<file path="src/rtl/mmio_uart_tx_pkg.sv">
// -----------------------------------------------------------------------------
// mmio_uart_tx_pkg
// Shared definitions for the memory-mapped UART transmitter:
//   - CPU data-path width
//   - STATUS word bit positions
//   - serializer FSM state encodings
//   - register offsets relative to BASE_ADDR (TXDATA, STATUS)
//   - even-parity helper used by the optional parity bit
// -----------------------------------------------------------------------------
package mmio_uart_tx_pkg;

    localparam int DATA_W = 32;

    // STATUS word bit positions
    localparam int STAT_BUSY  = 0;
    localparam int STAT_EMPTY = 1;
    localparam int STAT_FULL  = 2;
    localparam int STAT_OVF   = 3;
    localparam int STAT_PAR   = 4;

    // Serializer FSM encodings
    localparam logic [2:0] ST_IDLE   = 3'd0;
    localparam logic [2:0] ST_START  = 3'd1;
    localparam logic [2:0] ST_DATA   = 3'd2;
    localparam logic [2:0] ST_PARITY = 3'd3;
    localparam logic [2:0] ST_STOP   = 3'd4;

    // Register offsets from BASE_ADDR
    localparam logic [DATA_W-1:0] OFF_TXDATA = 32'h0000_0000;
    localparam logic [DATA_W-1:0] OFF_STATUS = 32'h0000_0004;

    // Even parity: XOR of all data bits
    function automatic logic even_parity(input logic [7:0] data);
        return ^data;
    endfunction

endpackage

</file>
<file path="src/rtl/mmio_uart_tx_fifo.sv">
// -----------------------------------------------------------------------------
// mmio_uart_tx_fifo (tx_fifo)
// Synchronous byte FIFO feeding the UART serializer.
// A push while full is accepted only when a pop happens on the same edge;
// otherwise it is ignored (the caller tracks overflow).
// Ports:
//   clk_i    system clock
//   rst_i    synchronous active-high reset, flushes the FIFO
//   push_i   push request, data_i[7:0] is written
//   pop_i    pop request, data_o is the head before the edge
//   data_o   head-of-queue byte
//   full_o   count == DEPTH
//   empty_o  count == 0
//   count_o  number of stored bytes (log2(DEPTH)+1 bits)
// -----------------------------------------------------------------------------
module mmio_uart_tx_fifo #(
    parameter int DEPTH = 4
) (
    input  logic                     clk_i,
    input  logic                     rst_i,
    input  logic                     push_i,
    input  logic [7:0]               data_i,
    input  logic                     pop_i,
    output logic [7:0]               data_o,
    output logic                     full_o,
    output logic                     empty_o,
    output logic [$clog2(DEPTH):0]   count_o
);

    localparam int AW = $clog2(DEPTH);
    localparam int CW = AW + 1;

    logic [7:0]    mem_q [DEPTH];
    logic [AW-1:0] wr_ptr_q;
    logic [AW-1:0] wr_ptr_d;
    logic [AW-1:0] rd_ptr_q;
    logic [AW-1:0] rd_ptr_d;
    logic [CW-1:0] count_q;
    logic [CW-1:0] count_d;
    logic          push_ok_s;
    logic          pop_ok_s;

    assign full_o  = (count_q == CW'(DEPTH));
    assign empty_o = (count_q == {CW{1'b0}});
    assign count_o = count_q;
    assign data_o  = mem_q[rd_ptr_q];

    // Accept/refuse decisions and next-state pointers and count
    always_comb begin
        pop_ok_s  = pop_i & ~empty_o;
        // Full FIFO still takes a byte when the head leaves on the same edge
        push_ok_s = push_i & (~full_o | pop_ok_s);
        wr_ptr_d  = wr_ptr_q;
        rd_ptr_d  = rd_ptr_q;
        count_d   = count_q;
        if (push_ok_s) begin
            wr_ptr_d = wr_ptr_q + {{(AW-1){1'b0}}, 1'b1};
        end else begin
            wr_ptr_d = wr_ptr_q;
        end
        if (pop_ok_s) begin
            rd_ptr_d = rd_ptr_q + {{(AW-1){1'b0}}, 1'b1};
        end else begin
            rd_ptr_d = rd_ptr_q;
        end
        case ({push_ok_s, pop_ok_s})
            2'b10:   count_d = count_q + {{(CW-1){1'b0}}, 1'b1};
            2'b01:   count_d = count_q - {{(CW-1){1'b0}}, 1'b1};
            default: count_d = count_q;
        endcase
    end

    // Pointer and count registers
    always_ff @(posedge clk_i) begin
        if (rst_i) begin
            wr_ptr_q <= {AW{1'b0}};
            rd_ptr_q <= {AW{1'b0}};
            count_q  <= {CW{1'b0}};
        end else begin
            wr_ptr_q <= wr_ptr_d;
            rd_ptr_q <= rd_ptr_d;
            count_q  <= count_d;
        end
    end

    // Byte storage; contents need no reset because the pointers define validity
    always_ff @(posedge clk_i) begin
        if (!rst_i && push_ok_s) begin
            mem_q[wr_ptr_q] <= data_i;
        end
    end

endmodule

</file>
<file path="src/rtl/mmio_uart_tx.sv">
// -----------------------------------------------------------------------------
// mmio_uart_tx
// Memory-mapped UART transmitter on the CPU data-store interface.
// Stores to BASE_ADDR (TXDATA) queue wd[7:0]; the serializer sends each byte
// as an 8N1 frame (start, 8 data bits LSB first, stop) on txd.
// STATUS at BASE_ADDR+4: bit0 busy, bit1 empty, bit2 full, bit3 overflow
// (sticky, cleared by storing wd[3]=1 to STATUS), bit4 parity enabled.
// Optional feature macro: UART_TX_PARITY_EN adds an even-parity bit between
// the data bits and the stop bit (11-bit frame) and sets STATUS bit4.
// Ports:
//   clk   system clock
//   rst   synchronous active-high reset
//   addr  CPU data address
//   wd    CPU store data
//   we    CPU store strobe
//   rd    STATUS word when hit=1, otherwise 0 (combinational)
//   hit   address matches TXDATA or STATUS (combinational)
//   txd   serial output, idles high (registered)
// -----------------------------------------------------------------------------
module mmio_uart_tx
    import mmio_uart_tx_pkg::*;
#(
    parameter logic [DATA_W-1:0] BASE_ADDR    = 32'h0000_7ff0,
    parameter int                CLKS_PER_BIT = 4,
    parameter int                FIFO_DEPTH   = 4
) (
    input  logic              clk,
    input  logic              rst,
    input  logic [DATA_W-1:0] addr,
    input  logic [DATA_W-1:0] wd,
    input  logic              we,
    output logic [DATA_W-1:0] rd,
    output logic              hit,
    output logic              txd
);

    localparam int CNT_W = $clog2(CLKS_PER_BIT);
    localparam int FCW   = $clog2(FIFO_DEPTH) + 1;
    localparam logic [CNT_W-1:0] BAUD_LAST = CNT_W'(CLKS_PER_BIT - 1);

    logic              txdata_sel_s;
    logic              status_sel_s;
    logic              push_s;
    logic              pop_s;
    logic [7:0]        fifo_data_s;
    logic              fifo_full_s;
    logic              fifo_empty_s;
    logic [FCW-1:0]    fifo_count_s;
    logic              baud_last_s;
    logic [DATA_W-1:0] status_s;
    logic              unused_wd_s;

    logic [2:0]        state_q;
    logic [2:0]        state_d;
    logic [CNT_W-1:0]  baud_q;
    logic [CNT_W-1:0]  baud_d;
    logic [2:0]        bit_q;
    logic [2:0]        bit_d;
    logic [7:0]        shift_q;
    logic [7:0]        shift_d;
    logic              txd_q;
    logic              txd_d;
    logic              ovf_q;
    logic              ovf_d;

    assign txdata_sel_s = (addr == (BASE_ADDR + OFF_TXDATA));
    assign status_sel_s = (addr == (BASE_ADDR + OFF_STATUS));
    assign push_s       = we & txdata_sel_s;
    assign baud_last_s  = (baud_q == BAUD_LAST);
    assign unused_wd_s  = ^wd[DATA_W-1:8];

    mmio_uart_tx_fifo #(
        .DEPTH (FIFO_DEPTH)
    ) u_tx_fifo (
        .clk_i   (clk),
        .rst_i   (rst),
        .push_i  (push_s),
        .data_i  (wd[7:0]),
        .pop_i   (pop_s),
        .data_o  (fifo_data_s),
        .full_o  (fifo_full_s),
        .empty_o (fifo_empty_s),
        .count_o (fifo_count_s)
    );

    // STATUS word and read/decode outputs
    always_comb begin
        status_s             = {DATA_W{1'b0}};
        status_s[STAT_BUSY]  = (state_q != ST_IDLE) | (fifo_count_s != {FCW{1'b0}});
        status_s[STAT_EMPTY] = fifo_empty_s;
        status_s[STAT_FULL]  = fifo_full_s;
        status_s[STAT_OVF]   = ovf_q;
`ifdef UART_TX_PARITY_EN
        status_s[STAT_PAR]   = 1'b1;
`else
        status_s[STAT_PAR]   = 1'b0;
`endif
        hit = txdata_sel_s | status_sel_s;
        if (hit) begin
            rd = status_s;
        end else begin
            rd = {DATA_W{1'b0}};
        end
    end

    // Sticky overflow: set on a refused push, cleared by STATUS write of bit3
    always_comb begin
        if (push_s && fifo_full_s && !pop_s) begin
            ovf_d = 1'b1;
        end else if (we && status_sel_s && wd[STAT_OVF]) begin
            ovf_d = 1'b0;
        end else begin
            ovf_d = ovf_q;
        end
    end

    // Serializer next state; txd_d is the line value for the coming bit period
    always_comb begin
        state_d = state_q;
        baud_d  = baud_q;
        bit_d   = bit_q;
        shift_d = shift_q;
        txd_d   = txd_q;
        pop_s   = 1'b0;
        case (state_q)
            ST_IDLE: begin
                if (!fifo_empty_s) begin
                    pop_s   = 1'b1;
                    shift_d = fifo_data_s;
                    baud_d  = {CNT_W{1'b0}};
                    state_d = ST_START;
                    txd_d   = 1'b0;
                end else begin
                    txd_d   = 1'b1;
                end
            end
            ST_START: begin
                if (baud_last_s) begin
                    baud_d  = {CNT_W{1'b0}};
                    bit_d   = 3'd0;
                    state_d = ST_DATA;
                    txd_d   = shift_q[0];
                end else begin
                    baud_d  = baud_q + {{(CNT_W-1){1'b0}}, 1'b1};
                    txd_d   = 1'b0;
                end
            end
            ST_DATA: begin
                if (baud_last_s) begin
                    baud_d = {CNT_W{1'b0}};
                    if (bit_q == 3'd7) begin
`ifdef UART_TX_PARITY_EN
                        state_d = ST_PARITY;
                        txd_d   = even_parity(shift_q);
`else
                        state_d = ST_STOP;
                        txd_d   = 1'b1;
`endif
                    end else begin
                        // Shift register is indexed rather than shifted so the
                        // whole byte is still available for the parity bit
                        bit_d = bit_q + 3'd1;
                        txd_d = shift_q[bit_q + 3'd1];
                    end
                end else begin
                    baud_d = baud_q + {{(CNT_W-1){1'b0}}, 1'b1};
                    txd_d  = shift_q[bit_q];
                end
            end
`ifdef UART_TX_PARITY_EN
            ST_PARITY: begin
                if (baud_last_s) begin
                    baud_d  = {CNT_W{1'b0}};
                    state_d = ST_STOP;
                    txd_d   = 1'b1;
                end else begin
                    baud_d  = baud_q + {{(CNT_W-1){1'b0}}, 1'b1};
                    txd_d   = even_parity(shift_q);
                end
            end
`endif
            ST_STOP: begin
                if (baud_last_s) begin
                    baud_d = {CNT_W{1'b0}};
                    // Chain straight into the next start bit when data waits
                    if (!fifo_empty_s) begin
                        pop_s   = 1'b1;
                        shift_d = fifo_data_s;
                        state_d = ST_START;
                        txd_d   = 1'b0;
                    end else begin
                        state_d = ST_IDLE;
                        txd_d   = 1'b1;
                    end
                end else begin
                    baud_d = baud_q + {{(CNT_W-1){1'b0}}, 1'b1};
                    txd_d  = 1'b1;
                end
            end
            default: begin
                state_d = ST_IDLE;
                baud_d  = {CNT_W{1'b0}};
                bit_d   = 3'd0;
                txd_d   = 1'b1;
            end
        endcase
    end

    // Serializer and overflow registers; reset abandons any frame in flight
    always_ff @(posedge clk) begin
        if (rst) begin
            state_q <= ST_IDLE;
            baud_q  <= {CNT_W{1'b0}};
            bit_q   <= 3'd0;
            shift_q <= 8'h00;
            txd_q   <= 1'b1;
            ovf_q   <= 1'b0;
        end else begin
            state_q <= state_d;
            baud_q  <= baud_d;
            bit_q   <= bit_d;
            shift_q <= shift_d;
            txd_q   <= txd_d;
            ovf_q   <= ovf_d;
        end
    end

    assign txd = txd_q;

endmodule
</file>
<file path="config.mk">
export PLATFORM = sky130hd
export DESIGN_NAME = mmio_uart_tx
export DESIGN_NICKNAME = d
export VERILOG_FILES = /design/src/rtl/mmio_uart_tx_pkg.sv /design/src/rtl/mmio_uart_tx_fifo.sv /design/src/rtl/mmio_uart_tx.sv
export SDC_FILE = /design/constraint.sdc
export NUM_CORES = 1
export LEC_CHECK = 0
export BUFFER_PORTS_ARGS = -buffer_cell sky130_fd_sc_hd__buf_4
export CELL_PAD_IN_SITES_DETAIL_PLACEMENT = 0
export CELL_PAD_IN_SITES_GLOBAL_PLACEMENT = 1
export CORE_AREA = 3 3 97 99
export DETAILED_ROUTE_END_ITERATION = 10
export DIE_AREA = 0 0 100 102
export PLACE_DENSITY_LB_ADDON = 0.1
export SLEW_MARGIN = 30
export SYNTH_ARGS = -nofsm -noshare
export SYNTH_HDL_FRONTEND = slang
export SYNTH_SLANG_ARGS = --single-unit
</file>
<file path="constraint.sdc">
create_clock -name clk -period 3.25 [get_ports clk]
set_input_delay 0.8125 -clock clk [delete_from_list [all_inputs] [get_ports clk]]
set_output_delay 0.8125 -clock clk [all_outputs]
set_load 0.1 [all_outputs]
</file>
# Yosys cells after proc, flatten, opt, wreduce, memory -nomap -nowiden

Memory sizes are Yosys's and may differ from the RTL's. A register that Yosys moved wholly into a read port is not among the register bits.
Cells that the tools add are included.

Output and inout bits: 34
Word-level logic and storage cells: 100
Input bits: 67
Memories kept: 1
RAM bits: 32
Bits in registers: 25

Memory list:

| memory          | depth | bits a word | rd ports | clocked after memory_dff | wr ports | RTL line                | text |
|---|---|---|---|---|---|---|---|
| u_tx_fifo.mem_q | 4     | 8           | 1        | 1                        | 1        | mmio_uart_tx_fifo.sv:33 | `logic [7:0] mem_q [DEPTH];` |

Bitwise gates (word level): 9
Reduce and logical (&&, ||, !) cells: 19
Mux-type cells: 38
Add/subtract/negate cells: 6
Equal/unequal tests: 16
Order comparisons: 2

Operators with widths:

| cell                 | number |
|---|---|
| $eq 32x15->1 const B | 2 |
| $mux 3               | 8 |
| $mux 8               | 2 |
| $pmux 8 s2           | 1 |
| $mux 1               | 14 |
| $ne 2x2->1 const B   | 6 |
| $pmux 3 s4           | 1 |
| $eq 3x3->1 const B   | 3 |
| $pmux 3 s3           | 1 |
| $lt 3x4->1 const B   | 2 |
| $mux 2               | 4 |
| $add 2x1->2 const B  | 3 |
| $add 3x1->3 const B  | 2 |
| $bmux 1 s3           | 2 |
| $logic_not 3->1      | 2 |
| $pmux 3 s2           | 1 |
| $reduce_bool 2->1    | 3 |
| $reduce_bool 3->1    | 2 |
| $logic_and 1x1->1    | 5 |
| $reduce_and 5->1     | 1 |
| $eq 2x2->1 const B   | 2 |
| $mux 4               | 1 |
| $pmux 1 s4           | 1 |
| $pmux 2 s2           | 1 |
| other kinds (13)     | 20 |

# Logic depth before layout (Yosys ltp)

Gate-level depths: netlist of run 1.

Depth in word-level cells: 10
Gate-level depth with buffers: 11
Mapped depth without buffers: 8

# Modules after synthesis

A second synthesis of run 1 with hierarchy kept.

Cell total of the unflattened synthesis: 248
Area total of the unflattened synthesis: 3004.1 µm²

By module, submodules not included:

| module            | cells each | seq. area each (µm²) | times used | area each (µm²) |
|---|---|---|---|---|
| mmio_uart_tx_fifo | 96         | 1141.1               | 1          | 1637.8 |
| mmio_uart_tx      | 152        | 360.3                | 1          | 1366.3 |

# Worst setup path after synthesis of run 1

OpenSTA, ideal clock, no wires.

Kind: input to output
From: input port addr[1]
To: output port rd[2]
Buffers on the path: 1
Data required time: 2.438 ns
Arrival time: 4.265 ns
Stages: 5
Slack: -1.828 ns
Path through: or4b_1 > or4_4 > or2_1 > clkbuf_1 > nor3_1

Longest elaborated chain between the ends: 3
Elaborated cells on any way between the ends: 4
Those cells by class: eq/ne: 2; mux: 1; bitwise: 1

Ends and longest elaborated chain:

| item                                   | RTL line                               | text |
|---|---|---|
| start: declaration                     | mmio_uart_tx.sv:29                     | `input logic [DATA_W-1:0] addr,` |
| $eq 32x15->1, on equally long branches | mmio_uart_tx.sv:66, mmio_uart_tx.sv:67 |  |
| $or 1x1->1 (*)                         | mmio_uart_tx.sv:98                     | `hit = txdata_sel_s \| status_sel_s;` |
| $mux 4 (*)                             | mmio_uart_tx.sv:99                     | `if (hit) begin` |
| end: declaration                       | mmio_uart_tx.sv:32                     | `output logic [DATA_W-1:0] rd,` |

Mark *: on every way between the ends. The rest lies on a longest branch, timed or not.

# Final worst setup path of run 1

From: input port addr[1]
To: output port rd[3]

The elaborated chain is that of the path after synthesis.

==> qor.yml, run 1 <==
fin_area_mm2: 0.003687
fp-row-count: 34
layout_setup_ws_ns: -0.08968
slowest_delay_ns: 0.51
diodes: 0
status: "complete, but fails checks"
met3WireLength_um: 192
whs_ns: 0.4685
grt_max_degree: 31
path_max_fanout: 5
worstSetupStartpointType: "input port"
power_uw: 2216
worstPathRequired_ns: 2.44
routed_wl_um: 5669
vias: 1976
fp.dieW_um: 100
cp.arrival_ns: 2.53
fillCellCount: 849
tightest_slew_ns: 0.5471
cts-hold-fix-buffers: 0
grt_use_total: 0.1191
yosysSeqAreaShare: 0.5137
start_util: 0.3385
firstDrtPassIters: 4
portBuffers: 48
ant_nets: 0
final_nets: 398
placed_area_mm2: 0.003427
wire_per_inst_um: 13.00
rsz0062_at_grt: "true"
layout_commonest_cell: "buf_4"
pwr_density_cell_mw_per_mm2: 601.0
p_comb_frac: 0.301
pwr-share-clk: 0.267
p_switching_uw: 803.3
final_cell_mix: "buf_4 (60), edfxtp_1 (32), conb_1 (28)"
synth_area_mm2: 0.002923
slew_headroom: 0.6348
max-vdd-ir-drop_v: 0.0003385
place_hpwl_um: 4281
crit_path_top_delay_cell: "or4b_4"
cp_cell_sequence: "buf_6 > or4b_4 > or4_4 > or2_4 > inv_4 > and2_4 > buf_12"
insertion_delay_ns: 0.33
drt-initial-drc-count: 47
async_flop_share: 0
p_sw_frac: 0.3625
syn_avg_cell_area_um2: 11.28
critPathKind: "input port to output pin"
ys_ff_latch: 59
cts.path.max_buffers: 2
failed_checks: "negative setup slack"
tns_ns: -0.2729
synth_edf_count: 32
core_area_mm2: 0.008636
drive_above_1_share: 0.3323
gp_congestion: 0.7112
htree_levels: 3
cap_viol_max_count: 0
worst-path-buf-inv: 3
cts-root-buf: "clkbuf_8"
vias_per_cell: 4.532
max_freq_mhz: 299.4
drt-met1-wl_um: 2358
cts_tree: "yes"
yosysWarnings: 0
hold_viol: 0
route.detailed.drc: 0
top_layer: "met4"
grt_overflow: 0
ys.flop_type: "edfxtp_1"
antenna_found_initial: 0
endpoint_kind: "output pin"
netlist_instances: 259
grt_pass1_vias: 1895
die_h_um: 102
area_growth_pct: 26.16
dieArea_mm2: 0.01020
grt_pass1_wl_um: 9315
share_seq_of_total_power: 0.433
finalSetupViolCount: 5
post-route-period-util: 1.028
p_int_uw: 1413
clk_pin_slew_ns: 0.07
crit_family: "simple AND/OR/NAND/NOR gates"
io_pins: 101
final_max_slew_viol_count: 0
clock_sinks: 59
power_leakage_uw: 0.001457
route.met2.wl_um: 3066
hp-class: "flop to flop"
cts_made_buffers: 9
finClkSkew_ns: 0.01009
final_util: 0.4270
ys_types: 45
min_period_ns: 3.340
==> cells in the mapped netlist (2+ instances only) <==
library cell | instances | area (um^2)
xor2_1 | 2 | 17.52
o21ai_0 | 3 | 15.01
a2bb2oi_1 | 2 | 17.52
mux4_2 | 12 | 270.3
a22oi_1 | 2 | 15.01
nor4_1 | 5 | 31.28
mux2_2 | 2 | 22.52
inv_1 | 5 | 18.77
nand4b_1 | 2 | 17.52
buf_1 | 3 | 11.26
ha_1 | 7 | 87.58
mux2i_1 | 3 | 30.03
edfxtp_1 | 32 | 960.9
nand2_1 | 27 | 101.4
xnor2_1 | 2 | 17.52
buf_4 | 28 | 210.2
a21oi_1 | 15 | 75.07
o21ai_1 | 2 | 10.01
and2_1 | 6 | 37.54
mux2_1 | 3 | 33.78
dfxtp_1 | 27 | 540.5
clkbuf_1 | 10 | 37.54
nor2_1 | 28 | 105.1
nand2b_1 | 3 | 18.77
nor3_1 | 6 | 30.03
or3_1 | 3 | 18.77
==> what timing repair did <==
item,in CTS,in global routing
cloned,0,0
resized for setup,18,1
buffers inserted,1,0
pin swaps,3,1
setup endpoints to repair,5,5
==> layout make-up <==
cell class | instances | area [um^2] | area share
Clock buffer | 9 | 123.9 | 0.03359
Sequential cell | 59 | 1501 | 0.4072
Clock inverter | 7 | 52.55 | 0.01425
Inverter | 6 | 25.02 | 0.006787
Tap cell | 108 | 135.1 | 0.03665
Multi-Input combinational cell | 180 | 1276 | 0.3461
Timing Repair Buffer | 67 | 573.1 | 0.1554
==> path summary, 6_finish.rpt <==
| check | cells after the start | to | slack, ns | startpoint |
|---|---|---|---|---|
| max | 7 | rd[3] | -0.09 | addr[1] |
| min | 2 | shift_q[2] | 0.47 | shift_q[2] |
| max reg2reg | 8 | u_tx_fifo.count_o[2] | 0.80 | baud_q[0] |
| min reg2reg | 2 | shift_q[2] | 0.47 | shift_q[2] |
==> tightest hold or removal path, delay by kind of cell, from the launching register on <==
kind	cells	cell delay, ns
flops	1	0.32
simple gates	1	0.05
compound gates	1	0.05
==> stage by stage <==
stage / worst slack (ns) / std cells
floorplan: -0.5167 / 286
global placement: -0.3495 / 419
detailed placement: -0.3446 / 419
CTS: -0.1316 / 436
global route: -0.1295 / 436
finish: -0.08968 / 436
==> kinds of logic after synthesis <==
group,count (synthesis),synth area share
AO/OA/AOI/OAI,28,0.05522
XOR/XNOR,4,0.01199
adder cells (fa/ha/maj),8,0.03681
buffers and inverters,47,0.09632
flip-flops,59,0.5137
multiplexers,20,0.1220
other,1,0.001283
AND/OR/NAND/NOR,92,0.1627
==> layer usage <==
| layer | up-vias | GRT usage |
|---|---|---|
| met5 | - | 0 |
| met4 | 0 | 0.04663 |
| met3 | 4 | 0.03686 |
| met2 | 32 | 0.2001 |
| met1 | 949 | 0.1438 |
| li1 | 991 | - |
==> state kept, by name, indices dropped and copies added (netlist names), named ones only <==
name	cells
txd	1
baud_q	2
u_tx_fifo.wr_ptr_q	2
shift_q	8
ovf_q	1
state_q	3
u_tx_fifo.rd_ptr_q	2
u_tx_fifo.count_o	3
u_tx_fifo.mem_q	32
bit_q	3
==> power by group through the flow <==
| stage | Clock, uW | Combinational, uW | Sequential (uW) |
|---|---|---|---|
| 2_1_floorplan | 0 | 565 | 957 |
| 3_3_place_gp | 0 | 668 | 978 |
| 3_5_place_dp | 0 | 671 | 979 |
| 4_1_cts | 619 | 675 | 963 |
| 5_1_grt | 652 | 742 | 981 |
| 6_report | 591 | 666 | 959 |
Note: power is estimated with default switching activity, not from simulation.
==> inputs of run 2 (changes only) <==
==> constraint.sdc (replaced) <==
create_clock -name clk -period 3.25 [get_ports clk]
set_input_delay 0.1625 -clock clk [delete_from_list [all_inputs] [get_ports clk]]
set_output_delay 0.1625 -clock clk [all_outputs]
set_load 0.1 [all_outputs]
==> run 2 against run 1 <==
The run now ends clean. Via count shrank 2.8%. Register-to-register slack gained 0.04 ns. Maximum frequency grew 34%. First-iteration DRC count grew 21%. Hold slack lost 0.45 ns. Final cell count shrank 3.2%. Clock skew shrank 0.0021 ns. Largest cell class unchanged. Highest routed layer unchanged.
==> qor.yml, run 2 (same netlist as run 1, synthesis figures left out) <==
cap_viol_max_count: 0  # unchanged
hold_start: "wd[4]"  # was shift_q[2]
cts-hold-fix-buffers: 3  # was 0
ant_nets: 0  # unchanged
wire_per_inst_um: 13.28  # was 13.00 um
cts.path.max_buffers: 2  # unchanged
critPathLaunch: "addr[1]"  # unchanged
power_leakage_uw: 0.001366  # was 0.001457 uW
start_util: 0.3385  # unchanged
routed_wl_um: 5605  # was 5669 um
firstDrtPassIters: 4  # unchanged
clk_pin_slew_ns: 0.07  # about the same
route.detailed.drc: 0  # unchanged
insertion_delay_ns: 0.34  # was 0.33 ns
core_area_mm2: 0.008636  # unchanged
final_util: 0.4065  # was 0.4270
final_cell_mix: "buf_4 (50), edfxtp_1 (32), nor2_1 (28), conb_1 (28)"  # was buf_4 (60), edfxtp_1 (32), conb_1 (28)
cts_tree: "yes"  # unchanged
pwr_density_cell_mw_per_mm2: 649.2  # was 601.0 mW/mm^2
share_seq_of_total_power: 0.421  # was 0.433
path_max_fanout: 8  # was 5
tightest_slew_ns: 0.5343  # was 0.5471 ns
status: "finished, final reports clean"  # was complete, but fails checks
io_pins: 101  # unchanged
slew_headroom: 0.6405  # was 0.6348
cts_made_buffers: 9  # unchanged
final_nets: 384  # was 398
finalSetupViolCount: 0  # was 5
vias: 1921  # was 1976
grt_pass1_vias: 1859  # was 1895
tns_ns: 0  # was -0.2729 ns
largest_reg_flops: 32  # unchanged
diodes: 0  # unchanged
fp.dieW_um: 100  # unchanged
max_freq_mhz: 402.0  # was 299.4 MHz
regMostFlops: "u_tx_fifo.mem_q"  # unchanged
antenna_found_initial: 0  # unchanged
cts-root-buf: "clkbuf_8"  # unchanged
max-vdd-ir-drop_v: 0.0002352  # was 0.0003385 V
area_growth_pct: 20.12  # was 26.16%
p_sw_frac: 0.3499  # was 0.3625
critPathKind: "input port to flop"  # was input port to output pin
p_switching_uw: 797.4  # was 803.3 uW
cp.arrival_ns: 2.47  # was 2.53 ns
portBuffers: 48  # unchanged
hold_viol: 0  # unchanged
top_regs: "u_tx_fifo.mem_q (32), shift_q (8)"  # unchanged
grt_max_degree: 31  # unchanged
final_max_slew_viol_count: 0  # unchanged
grt_use_total: 0.1151  # was 0.1191
grt_pass1_wl_um: 8976  # was 9315 um
place_hpwl_um: 4065  # was 4281 um
clock_sinks: 59  # unchanged
rsz0062_at_grt: "false"  # was true
worstPathRequired_ns: 3.24  # was 2.44 ns
hp-class: "input port to flop"  # was flop to flop
finClkSkew_ns: 0.007958  # was 0.01009 ns
fp-row-count: 34  # unchanged
vias_per_cell: 4.552  # was 4.532
rr_startpoint: "baud_q[0]"  # unchanged
p_comb_frac: 0.284  # was 0.301
r2r_slack_ns: 0.84  # was 0.80 ns
post-route-period-util: 0.7654  # was 1.028
pwr-share-clk: 0.295  # was 0.267
endpoint_kind: "flop"  # was output pin
layout_commonest_cell: "buf_4"  # unchanged
p_int_uw: 1482  # was 1413 uW
drt-initial-drc-count: 57  # was 47
worstSetupStartpointType: "input port"  # unchanged
grt_overflow: 0  # unchanged
dieArea_mm2: 0.01020  # unchanged
min_period_ns: 2.488  # was 3.340 ns
die_h_um: 102  # unchanged
cts_setup_buffers: 0  # was 1
gp_congestion: 0.6641  # was 0.7112
drive_above_1_share: 0.2771  # was 0.3323
postCtsResizedCells: 0  # was 18
htree_levels: 3  # unchanged
-- run 2: changes by cell type in the layout (fill, tap and decap cells not counted), moves of 2 or more --
| cell | change |
|---|---|
| nor2_4 | -2 |
| nor2_1 | +2 |
| buf_4 | -10 |
| buf_12 | -5 |
| buf_6 | -2 |
| dlygate4sd3_1 | +3 |
| clkinv_4 | -2 |
-- run 2: critical path: stages --
cell and delay [ns]:
buf_4 0.10, or4b_1 0.52, or4_4 0.54, nor4_2 0.50
and2b_1 0.23, and2_1 0.42
-- run 2: stage by stage --
step           hold WS, ns  instance area (um^2)  worst slack, ns  total power [uW]  instances
2_1_floorplan       0.2614                  3029           0.2230              1511        286
3_3_place_gp        0.3644                  3281           0.3856              1620        403
3_5_place_dp        0.3688                  3281           0.3726              1627        403
4_1_cts        0.000005135                  3511           0.7419              2321        422
5_1_grt           0.002066                  3511           0.6244              2435        422
6_report           0.02178                  3511           0.7623              2279        422
-- run 2: final timing paths --
kind | to | depth (start not counted)
max | u_tx_fifo.mem_q[0][2] | 6
min reg2reg | baud_q[1] | 2
min | u_tx_fifo.mem_q[2][4] | 1
max reg2reg | u_tx_fifo.count_o[2] | 8
-- run 2: area by class of cell --
class / instances / area (um^2)
fill: 865 / 5125
sequential: 59 / 1501
multi-input combinational: 180 / 1246
timing repair buffer: 53 / 405.4
tap: 108 / 135.1
clock buffer: 9 / 123.9
clock inverter: 7 / 76.32
inverter: 6 / 22.52
-- run 2: power groups by stage --
stage / clock, uW / sequential, uW / combinational, uW
2_1_floorplan: 0 / 957 / 554
3_3_place_gp: 0 / 977 / 643
3_5_place_dp: 0 / 980 / 646
4_1_cts: 704 / 964 / 653
5_1_grt: 733 / 980 / 722
6_report: 673 / 959 / 647
-- run 2: routing by layer --
layer / part of all wire / wire [um] / track usage / vias up
met4: 0.0086 / 48 / 0.04974 / 0
met3: 0.040 / 225 / 0.03686 / 4
li1: - / - / - / 966
met2: 0.51 / 2854 / 0.1827 / 40
met1: 0.44 / 2476 / 0.1453 / 911
met5: 0 / 0 / 0 / -
